<file path="config.mk">
export PLATFORM = sky130hd
export DESIGN_NAME = rgb_arbiter
export DESIGN_NICKNAME = d
export VERILOG_FILES = /design/src/rtl/rgb_arbiter.sv
export SDC_FILE = /design/constraint.sdc
export NUM_CORES = 1
export LEC_CHECK = 0
export CAP_MARGIN = 10
export CORE_ASPECT_RATIO = 1.1
export CORE_MARGIN = 2
export CORE_UTILIZATION = 40
export DETAILED_ROUTE_END_ITERATION = 12
export PLACE_DENSITY = 0.87
export SYNTH_ARGS = -nofsm -noshare
export SYNTH_HDL_FRONTEND = slang
export SYNTH_SLANG_ARGS = --single-unit
export TNS_END_PERCENT = 30
</file>
<file path="constraint.sdc">
create_clock -name clk -period 1.64 [get_ports clk]
set_clock_uncertainty 0.05 [all_clocks]
set_input_delay 0.328 -clock clk [delete_from_list [all_inputs] [get_ports clk]]
set_output_delay 0.328 -clock clk [all_outputs]
set_load 0.01 [all_outputs]
</file>
<file path="src/rtl/rgb_arbiter.sv">
// Two-requester colour lookup arbiter: alternating-priority grant, single ROM issue
// port, and an in-order tag pipeline that routes each ROM response back to its owner.
`timescale 1ns/1ps
module rgb_arbiter #(
  parameter int MEM_LAT = 1
) (
  input  logic        clk,
  input  logic        rst_n,
  input  logic        req_a,
  input  logic [2:0]  colour_a,
  input  logic        req_b,
  input  logic [2:0]  colour_b,
  output logic        gnt_a,
  output logic        gnt_b,
  output logic        done_a,
  output logic        done_b,
  output logic [23:0] rgb_a,
  output logic [23:0] rgb_b,
  output logic        mem_en,
  output logic [2:0]  mem_addr,
  input  logic [23:0] mem_rdata
);

  logic               prio_q, prio_d;
  logic [MEM_LAT-1:0] tag_v_q, tag_v_d;
  logic [MEM_LAT-1:0] tag_o_q, tag_o_d;
  logic               done_a_q, done_a_d;
  logic               done_b_q, done_b_d;
  logic [23:0]        rgb_a_q, rgb_a_d;
  logic [23:0]        rgb_b_q, rgb_b_d;
  logic               gnt_a_s, gnt_b_s;
  logic               exit_v_s, exit_o_s;

  // Grant decode; reset forces every request-side output low.
  always_comb begin
    gnt_a_s = 1'b0;
    gnt_b_s = 1'b0;
    if (rst_n) begin
      if (req_a && req_b) begin
        if (prio_q) begin
          gnt_b_s = 1'b1;
        end else begin
          gnt_a_s = 1'b1;
        end
      end else if (req_a) begin
        gnt_a_s = 1'b1;
      end else if (req_b) begin
        gnt_b_s = 1'b1;
      end else begin
        gnt_a_s = 1'b0;
      end
    end else begin
      gnt_a_s = 1'b0;
    end
  end

  assign gnt_a    = gnt_a_s;
  assign gnt_b    = gnt_b_s;
  assign mem_en   = gnt_a_s | gnt_b_s;
  assign mem_addr = gnt_a_s ? colour_a : (gnt_b_s ? colour_b : 3'd0);

  // Priority pointer and tag shift register; the done/rgb flops form the last stage.
  always_comb begin
    prio_d  = prio_q;
    tag_v_d = tag_v_q;
    tag_o_d = tag_o_q;
    if (gnt_a_s) begin
      prio_d = 1'b1;
    end else if (gnt_b_s) begin
      prio_d = 1'b0;
    end else begin
      prio_d = prio_q;
    end
    for (int i = MEM_LAT - 1; i > 0; i--) begin
      tag_v_d[i] = tag_v_q[i-1];
      tag_o_d[i] = tag_o_q[i-1];
    end
    tag_v_d[0] = gnt_a_s | gnt_b_s;
    tag_o_d[0] = gnt_b_s;
  end

  assign exit_v_s = tag_v_q[MEM_LAT-1];
  assign exit_o_s = tag_o_q[MEM_LAT-1];

  // Capture ROM data for the tag leaving the pipeline; the other requester's rgb holds.
  always_comb begin
    done_a_d = exit_v_s & ~exit_o_s;
    done_b_d = exit_v_s &  exit_o_s;
    if (done_a_d) begin
      rgb_a_d = mem_rdata;
    end else begin
      rgb_a_d = rgb_a_q;
    end
    if (done_b_d) begin
      rgb_b_d = mem_rdata;
    end else begin
      rgb_b_d = rgb_b_q;
    end
  end

  // State registers with asynchronous clear.
  always_ff @(posedge clk or negedge rst_n) begin
    if (!rst_n) begin
      prio_q   <= 1'b0;
      tag_v_q  <= '0;
      tag_o_q  <= '0;
      done_a_q <= 1'b0;
      done_b_q <= 1'b0;
      rgb_a_q  <= 24'h000000;
      rgb_b_q  <= 24'h000000;
    end else begin
      prio_q   <= prio_d;
      tag_v_q  <= tag_v_d;
      tag_o_q  <= tag_o_d;
      done_a_q <= done_a_d;
      done_b_q <= done_b_d;
      rgb_a_q  <= rgb_a_d;
      rgb_b_q  <= rgb_b_d;
    end
  end

  assign done_a = done_a_q;
  assign done_b = done_b_q;
  assign rgb_a  = rgb_a_q;
  assign rgb_b  = rgb_b_q;

endmodule

</file>
# --- Word-level counts from Yosys, hierarchy flattened ---
# Index checks and enable logic that the tools add are counted.
word_totals:
  reg_bits: 53
  output_inout_bits: 56
  elab_cells: 26
op_classes:
  muxes: 13
  n_bitwise: 4
  reduce_logical: 2
ops:
  columns: ["op", "n"]
  rows:
  - ["$mux 1", 11]
  - ["$mux 3", 2]
  - ["$and 1x1->1", 2]
  - ["$reduce_bool 2->1", 1]
  - ["$logic_and 1x1->1", 1]
  - ["$not 1->1", 1]
  - ["$or 1x1->1", 1]

# --- Logic depth before layout (Yosys ltp) ---
# Gate-level depths: netlist (run 1).
depth:
  depth_word: 6
  mapped_depth: 4
  depth_no_buf: 2

# --- Least setup slack after synthesis (run 1) ---
# No wires, ideal clock.
synth_timing:
  kind: "input -> output"
  from: "in rst_n"
  to: "out mem_addr[0]"
  arrival_time_ns: 0.989
  required_time_ns: 1.262
  slack_ns: 0.273
  cell_stages: 3
  path_buffers: 1
  cell_sequence: "clkbuf_1 > nand2_1 > o32ai_1"
synth_between:
  elab_chain_cells: 3
synth_lines:
  columns: ["element", "line_no", "rtl"]
  rows:
  - ["start: declaration", "8", "input logic rst_n,"]
  - ["$mux 1", "38", "if (rst_n) begin"]
  - ["$mux 3", "60", "assign mem_addr = gnt_a_s ? colour_a : (gnt_b_s ? colour_b : 3'd0);"]
  - ["$mux 3 *", "60", null]
  - ["end: declaration", "20", "output logic [2:0] mem_addr,"]
# Every way passes the cells marked *; elsewhere a longest branch is shown, timed or not.

# --- Worst setup path after layout (run 1) ---
layout_timing:
  from: "reg prio_q"
  to: "out mem_addr[1]"
layout_between:
  elab_chain_cells: 5
layout_lines:
  columns: ["element", "line_no", "rtl"]
  rows:
  - ["start: declaration", "24", "logic prio_q, prio_d;"]
  - ["start signal: assignment", "112", "prio_q <= prio_d;"]
  - ["$mux 1", "40", "if (prio_q) begin"]
  - ["$mux 1", "39", "if (req_a && req_b) begin"]
  - ["$mux 1", "38", null]
  - ["$mux 3", "60", null]
  - ["$mux 3 *", "60", null]
# Marks and branches as above.

==> results.txt, run 1 <==
----------------------------------------------------
[Routing]
  Post-DR wirelength/cell ... 16.1 µm
  DRC errors left ... 0
  DR iter-0 viols ... 46
  DR pass1 iterations ... 4
  Routed via count ... 1406
  Overall routed net length ... 4.59 mm
  Avg Vias per Cell ... 4.92
  Remaining antenna violation count after routing ... 0

[Setup path]
  Type of element launching the critical path ... flip-flop
  Worst path cell trace ... a21bo_4 -> o32ai_2 -> buf_2
  Endpoint of the most critical register-to-register path ... rgb_a[6]
  WP data arrival ... 1.25 ns
  Highest-delay cell along the critical path ... dfrtp_2
  Crit Path Max Fanout ... 4
  Endpoint type of the worst setup path ... output pin
  Top cell family by delay on the critical path ... flip-flops
  Buffers and inverters on the worst path ... 1
  Maximum single-stage delay on the critical path ... 0.45 ns
  Worst R2R Setup Slack ... 0.32 ns
  Required arrival time at the worst endpoint ... 1.26 ns
  Worst reg-to-reg path cell count ... 3
  Setup CP Type ... flip-flop to output pin
  CP Depth ... 3
  RR Startpoint ... exit_o_s

[Placed design]
  Number of buffer cells added on primary ports ... 89
  Final HPWL from detailed placement ... 3.33 mm
  Cell count after placement ... 278
  Placer congestion estimate ... 0.668

[Die]
  IO Count ... 90
  Area of the die ... 5910 µm²
  Number of core rows ... 27
  Die span in y ... 80.4 µm
  Initial cell density of the core ... 0.419
  Die width ... 73.5 µm
  Std-Cell Core Area ... 5070 µm²

[STA]
  Max Transition Viols Final ... 0
  Final critical-path required period ... 1.63 ns
  Actual transition at the worst max-transition pin ... 0.393 ns
  Fmax ... 613 MHz
  Setup Viol. Count Final ... 0
  Setup total negative slack ... 0 ns
  Final period util ... 0.994
  RSZ-0062 raised after global routing ... true
  Rel. slew slack ... 0.738
  Hold Worst Slack ... 0.00912 ns
  Hold Violations, Final ... 0

[Yosys]
  Number of storage elements in the synthesis netlist ... 53
  Leading cell types by total area after synthesis ... dfrtp_1, mux2_2, mux2_4, buf_12, nand2_1
  Synth top area share ... 0.625
  Top cells by instance count after synthesis ... dfrtp_1, mux2_2, mux2_4
  Cell type with the largest total area after synthesis ... dfrtp_1
  Fraction of registers with async set or reset after synthesis ... 1.00
  Synthesized area per cell ... 16.3 µm²
  Sequential element share of the synthesized area ... 0.625
  Post-synth EDFFs ... 0
  Netlist cell types ... 16
  Ys flop type ... dfrtp_1
  Number of instances in the synthesized netlist ... 130
  Number of warnings printed during yosys synthesis ... 0
  Post-Synthesis Net Count ... 164
  Library cell with the highest instance count after synthesis ... dfrtp_1
  Netlist area before placement ... 2120 µm²

[Global route]
  Antenna violations before repair ... 0
  Maximum number of pins on one net before global-route repair ... 33
  GRT Util Overall ... 0.162
  Wire length of the first global-routing pass ... 7.25 mm
  Overflow after GRT ... 0
  Number of global-route vias before repair ... 1511

[Cells and area]
  Final core utilization ... 0.633
  Synthesis-to-layout area growth ... 51.0%
  Fraction of layout instances using a drive strength above 1 ... 0.338
  Final #Nets ... 261
  Fin cells ... 286
  Count of antenna diodes in the layout ... 0

[CTS]
  Clock tree from TritonCTS ... yes
  Maximum root-to-sink buffer count ... 2
  H-tree depth reported by CTS ... 2
  Clk sinks ... 53
  Total CTS buffers ... 5
  Root buf cell ... clkbuf_8
  Post-cts hold buffer count ... 0
  Latest clock arrival within the worst-skew pair ... 0.29 ns
  Clock transition at the register clock pins on the worst setup and hold paths after CTS ... 0.09 ns

[Outcome]
  Result of the run ... complete, no violations

[Power and ir drop]
  Total power of the final layout ... 3.82 mW
  Largest vdd supply drop ... 0.529 mV
  Reported leakage power ... 1.48 nW
  Power per cell area ... 1190 nW/µm²

[Run]
  Maxcap violations ... 0

[Min path]
  Worst min path class ... input port to asynchronous set/reset pin

----------------------------------------------------
## worst max path at each step
stage                        endpoint  slack, ns    from
after floorplan           mem_addr[0]       0.27   rst_n
after global placement    mem_addr[2]      -0.51   req_a
after detailed placement  mem_addr[1]      -0.61   req_a
after CTS                 mem_addr[0]      -0.02  prio_q
after global routing      mem_addr[1]      -0.05  prio_q
final                     mem_addr[1]       0.01  prio_q
## power by group
group / switching, mW / internal (mW) / total [mW]
logic: 0.426 / 0.798 / 1.22
clock network: 0.411 / 0.459 / 0.869
registers: 0.146 / 1.58 / 1.73
total: 0.983 / 2.84 / 3.82
## sequential cells by signal (all words and copies together) (netlist names)
name,flops
rgb_a,24
exit_o_s,1
done_a,1
rgb_b,24
done_b,1
prio_q,1
exit_v_s,1
## cell families (layout without fill, tap and decap cells)
family                 count (synthesis)  count (layout)  synth area share
multiplexers                          48              48             0.288
AND/OR/NAND/NOR                       14              14            0.0283
buffers and inverters                 10             108            0.0377
flip-flops                            53              53             0.625
AO/OA/AOI/OAI                          5               5            0.0212
## routing by layer
metal | global-route usage | up-vias | wire, µm
met5 | 0 | - | 0
met4 | 0.0545 | 0 | 59
met3 | 0.0489 | 8 | 248
met2 | 0.265 | 58 | 2260
met1 | 0.201 | 699 | 2020
li1 | - | 641 | -
## through the flow
stage,worst slack [ns],cell area (µm²)
after floorplan,0.273,2120
after global placement,-0.509,3070
after detailed placement,-0.606,3070
after CTS,-0.0198,3180
after global routing,-0.0485,3210
final,0.00963,3210
## repair_timing
action,in CTS,in global routing
cloned,0,0
setup endpoints to repair,6,10
resized for setup,26,10
setup buffers,0,0
## layout by cell type (no fill, tap or decap)
cell type / n
o32ai_2: 3
nor2b_4: 1
a22o_1: 1
clkinv_4: 1
nand2_1: 7
nand2b_2: 1
clkbuf_1: 1
dlymetal6s2s_1: 5
buf_2: 6
mux2_2: 29
inv_1: 4
dfrtp_1: 52
nor2_1: 3
nand2_2: 1
nor2_2: 1
clkbuf_8: 5
a21bo_4: 1
clkdlybuf4s50_1: 75
dfrtp_2: 1
dlygate4sd2_1: 3
bufinv_16: 1
mux2_4: 19
buf_4: 7
## layout make-up
cell class | instances | area, µm²
Multi-Input combinational cell | 67 | 758
Clock inverter | 2 | 38.8
Clock buffer | 6 | 72.6
Sequential cell | 53 | 1330
Tap cell | 58 | 72.6
Timing Repair Buffer | 96 | 922
Inverter | 4 | 15.0
Fill cell | 412 | 1860
Note: power is estimated with default switching activity, not from simulation.
==> run 2: changes to the inputs <==
- SLEW_MARGIN: default -> 10
==> results of run 2 <==
Final layout, timing and power as in run 1 (identical DEF).
==> run 3: changes to the inputs <==
- CORE_MARGIN: 2 -> 4
- PLACE_DENSITY: 0.87 -> 0.76
==> run 3 against run 2 <==
Non-clock buffer count rose by 3. Sequential power is essentially flat. Cell count up 1.0%. Wire length grew 0.35%. Via count down 0.43%. First-iteration DRC count increased by 22%. Clock-buffer cell count grew 1.
==> results.txt, run 3 (same netlist as run 1, synthesis figures left out) <==
----------------------------------------------------
[Setup path]
  Endpoint of the most critical register-to-register path ... rgb_a[3]
  Setup CP Type ... flip-flop to output pin
  Type of element launching the critical path ... flip-flop
  Worst reg-to-reg path cell count ... 3 (unchanged)
  Worst R2R Setup Slack ... 0.36 ns (+0.04 ns)
  Required arrival time at the worst endpoint ... 1.26 ns (about the same)
  Highest-delay cell along the critical path ... dfrtp_2
  Endpoint type of the worst setup path ... output pin
  Maximum single-stage delay on the critical path ... 0.45 ns (about the same)
  WP data arrival ... 1.25 ns (about the same)
  RR Startpoint ... exit_o_s
  Crit Path Max Fanout ... 4 (unchanged)
  Worst path cell trace ... a21bo_4 -> o32ai_2 -> buf_2

[STA]
  Final critical-path required period ... 1.62 ns (-0.00579 ns)
  Setup Viol. Count Final ... 0 (unchanged)
  RSZ-0062 raised after global routing ... true
  Final period util ... 0.991 (-0.00353)
  Hold Violations, Final ... 0 (unchanged)
  Setup total negative slack ... 0 ns (unchanged)
  Rel. slew slack ... 0.626 (-0.112)
  Actual transition at the worst max-transition pin ... 0.560 ns (+0.168 ns)
  PnR worst setup slack ... 0.0154 ns (+0.00579 ns)
  Max Transition Viols Final ... 0 (unchanged)
  Fmax ... 616 MHz (+0.36%)

[CTS]
  Total CTS buffers ... 5 (unchanged)
  Root buf cell ... clkbuf_8
  Clock transition at the register clock pins on the worst setup and hold paths after CTS ... 0.09 ns (about the same)
  Maximum root-to-sink buffer count ... 2 (unchanged)
  Latest clock arrival within the worst-skew pair ... 0.29 ns (about the same)
  Post-CTS setup-driven buffer insertion count ... 0 (unchanged)
  H-tree depth reported by CTS ... 2 (unchanged)
  Clock tree from TritonCTS ... yes
  Clk sinks ... 53 (unchanged)

[Cells and area]
  Final #Nets ... 264 (+1.1%)
  Area of all placed cells without fillers ... 3210 µm² (+0.23%)
  Fin cells ... 289 (+1.0%)
  Most common library cell in the layout ignoring fill and taps ... clkdlybuf4s50_1
  Commonest cells after routing, fill and taps aside ... clkdlybuf4s50_1, dfrtp_1, mux2_2
  Count of antenna diodes in the layout ... 0 (unchanged)
  Fraction of layout instances using a drive strength above 1 ... 0.346 (+0.00860)
  Synthesis-to-layout area growth ... 51.4%

[Placed design]
  Placement-stage worst setup slack ... -0.532 ns (+0.0745 ns)
  Number of buffer cells added on primary ports ... 89 (unchanged)
  Placer congestion estimate ... 0.717 (+7.4%)
  Cell Area, Placed ... 3090 µm² (+0.73%)
  Final HPWL from detailed placement ... 3.33 mm (about the same)
  Cell count after placement ... 281 (+1.1%)

[Global route]
  Antenna violations before repair ... 0 (unchanged)
  GRT Util Overall ... 0.150 (-0.0115)
  Most crowded layer after global routing ... met2
  Wire length of the first global-routing pass ... 7.90 mm (+9.0%)
  Met3 GRT Util ... 0.0622 (+0.0133)
  GR Util met1 ... 0.187 (-0.0141)
  Maximum number of pins on one net before global-route repair ... 47 (+42%)
  GRT met2 Usage ... 0.249 (-0.0162)
  Overflow after GRT ... 0 (unchanged)
  Number of global-route vias before repair ... 1573 (+4.1%)

[Die]
  Std-Cell Core Area ... 5070 µm² (unchanged)
  Die width ... 77.5 µm (+5.4%)
  Die span in y ... 84.4 µm (+5.0%)
  Area of the die ... 6540 µm² (+11%)
  Number of core rows ... 27 (unchanged)
  Initial cell density of the core ... 0.419 (unchanged)
  IO Count ... 90 (unchanged)

[Routing]
  Post-DR wirelength/cell ... 15.9 µm (-0.69%)
  Avg Vias per Cell ... 4.84 (-1.5%)
  Overall routed net length ... 4.61 mm (+0.35%)
  Routed via count ... 1400 (-0.43%)
  DR pass1 iterations ... 3 (-1)
  DR iter-0 viols ... 56 (+22%)
  DRC errors left ... 0 (unchanged)
  Remaining antenna violation count after routing ... 0 (unchanged)

[Min path]
  Worst min path class ... input port to asynchronous set/reset pin

[Power and ir drop]
  Largest vdd supply drop ... 0.560 mV (+5.9%)
  Reported leakage power ... 1.52 nW (+2.2%)
  Total power of the final layout ... 3.65 mW (-4.4%)
  Power per cell area ... 1140 nW/µm² (-4.6%)

[Run]
  Maxcap violations ... 0 (unchanged)

[Outcome]
  Result of the run ... complete, no violations

----------------------------------------------------
[run 3: cell type report]
class,count,area (µm²)
multi-input combinational,67,758
clock inverter,1,7.51
timing repair buffer,99,957
tap,58,72.6
clock buffer,7,76.3
fill,383,1850
sequential,53,1330
inverter,4,15.0
[run 3: power by group]
part | leakage [nW] | internal (mW) | switching (mW)
logic | 0.857 | 0.798 | 0.427
registers | 0.622 | 1.58 | 0.145
clock network | 0.0385 | 0.303 | 0.399
total | 1.52 | 2.68 | 0.971
[run 3: worst max path at each step]
| stage | cells past startpoint | start | to |
|---|---|---|---|
| 2_1_floorplan | 3 | rst_n | mem_addr[0] |
| 3_3_place_gp | 4 | req_a | mem_addr[0] |
| 3_5_place_dp | 4 | req_a | mem_addr[0] |
| 4_1_cts | 3 | prio_q | mem_addr[1] |
| 5_1_grt | 3 | prio_q | mem_addr[2] |
| 6_report | 3 | prio_q | mem_addr[1] |
[run 3: critical path, delay by kind of cell, from the launching register on]
kind            cells  cell delay (ns)
flops               1             0.45
buf+inv             1             0.17
compound gates      2             0.33
[run 3: timing repair]
action                                  4_1_cts  5_1_grt
gates resized for setup                      31       11
endpoints found under the setup margin        6       14
hold buffers                                  0        0
[run 3: metrics by stage]
stage	hold slack, ns	util
finish	0.0259	0.634
global route	0.0338	0.634
floorplan	-0.0176	-
CTS	0.0189	0.631
detailed placement	0.354	0.611
global placement	0.348	0.611
[run 3: per-layer routing]
metal  wire, µm  vias up
met1       1990      675
met2       2150       70
met3        430        5
li1           -      650
met5          0        -
met4         34        0
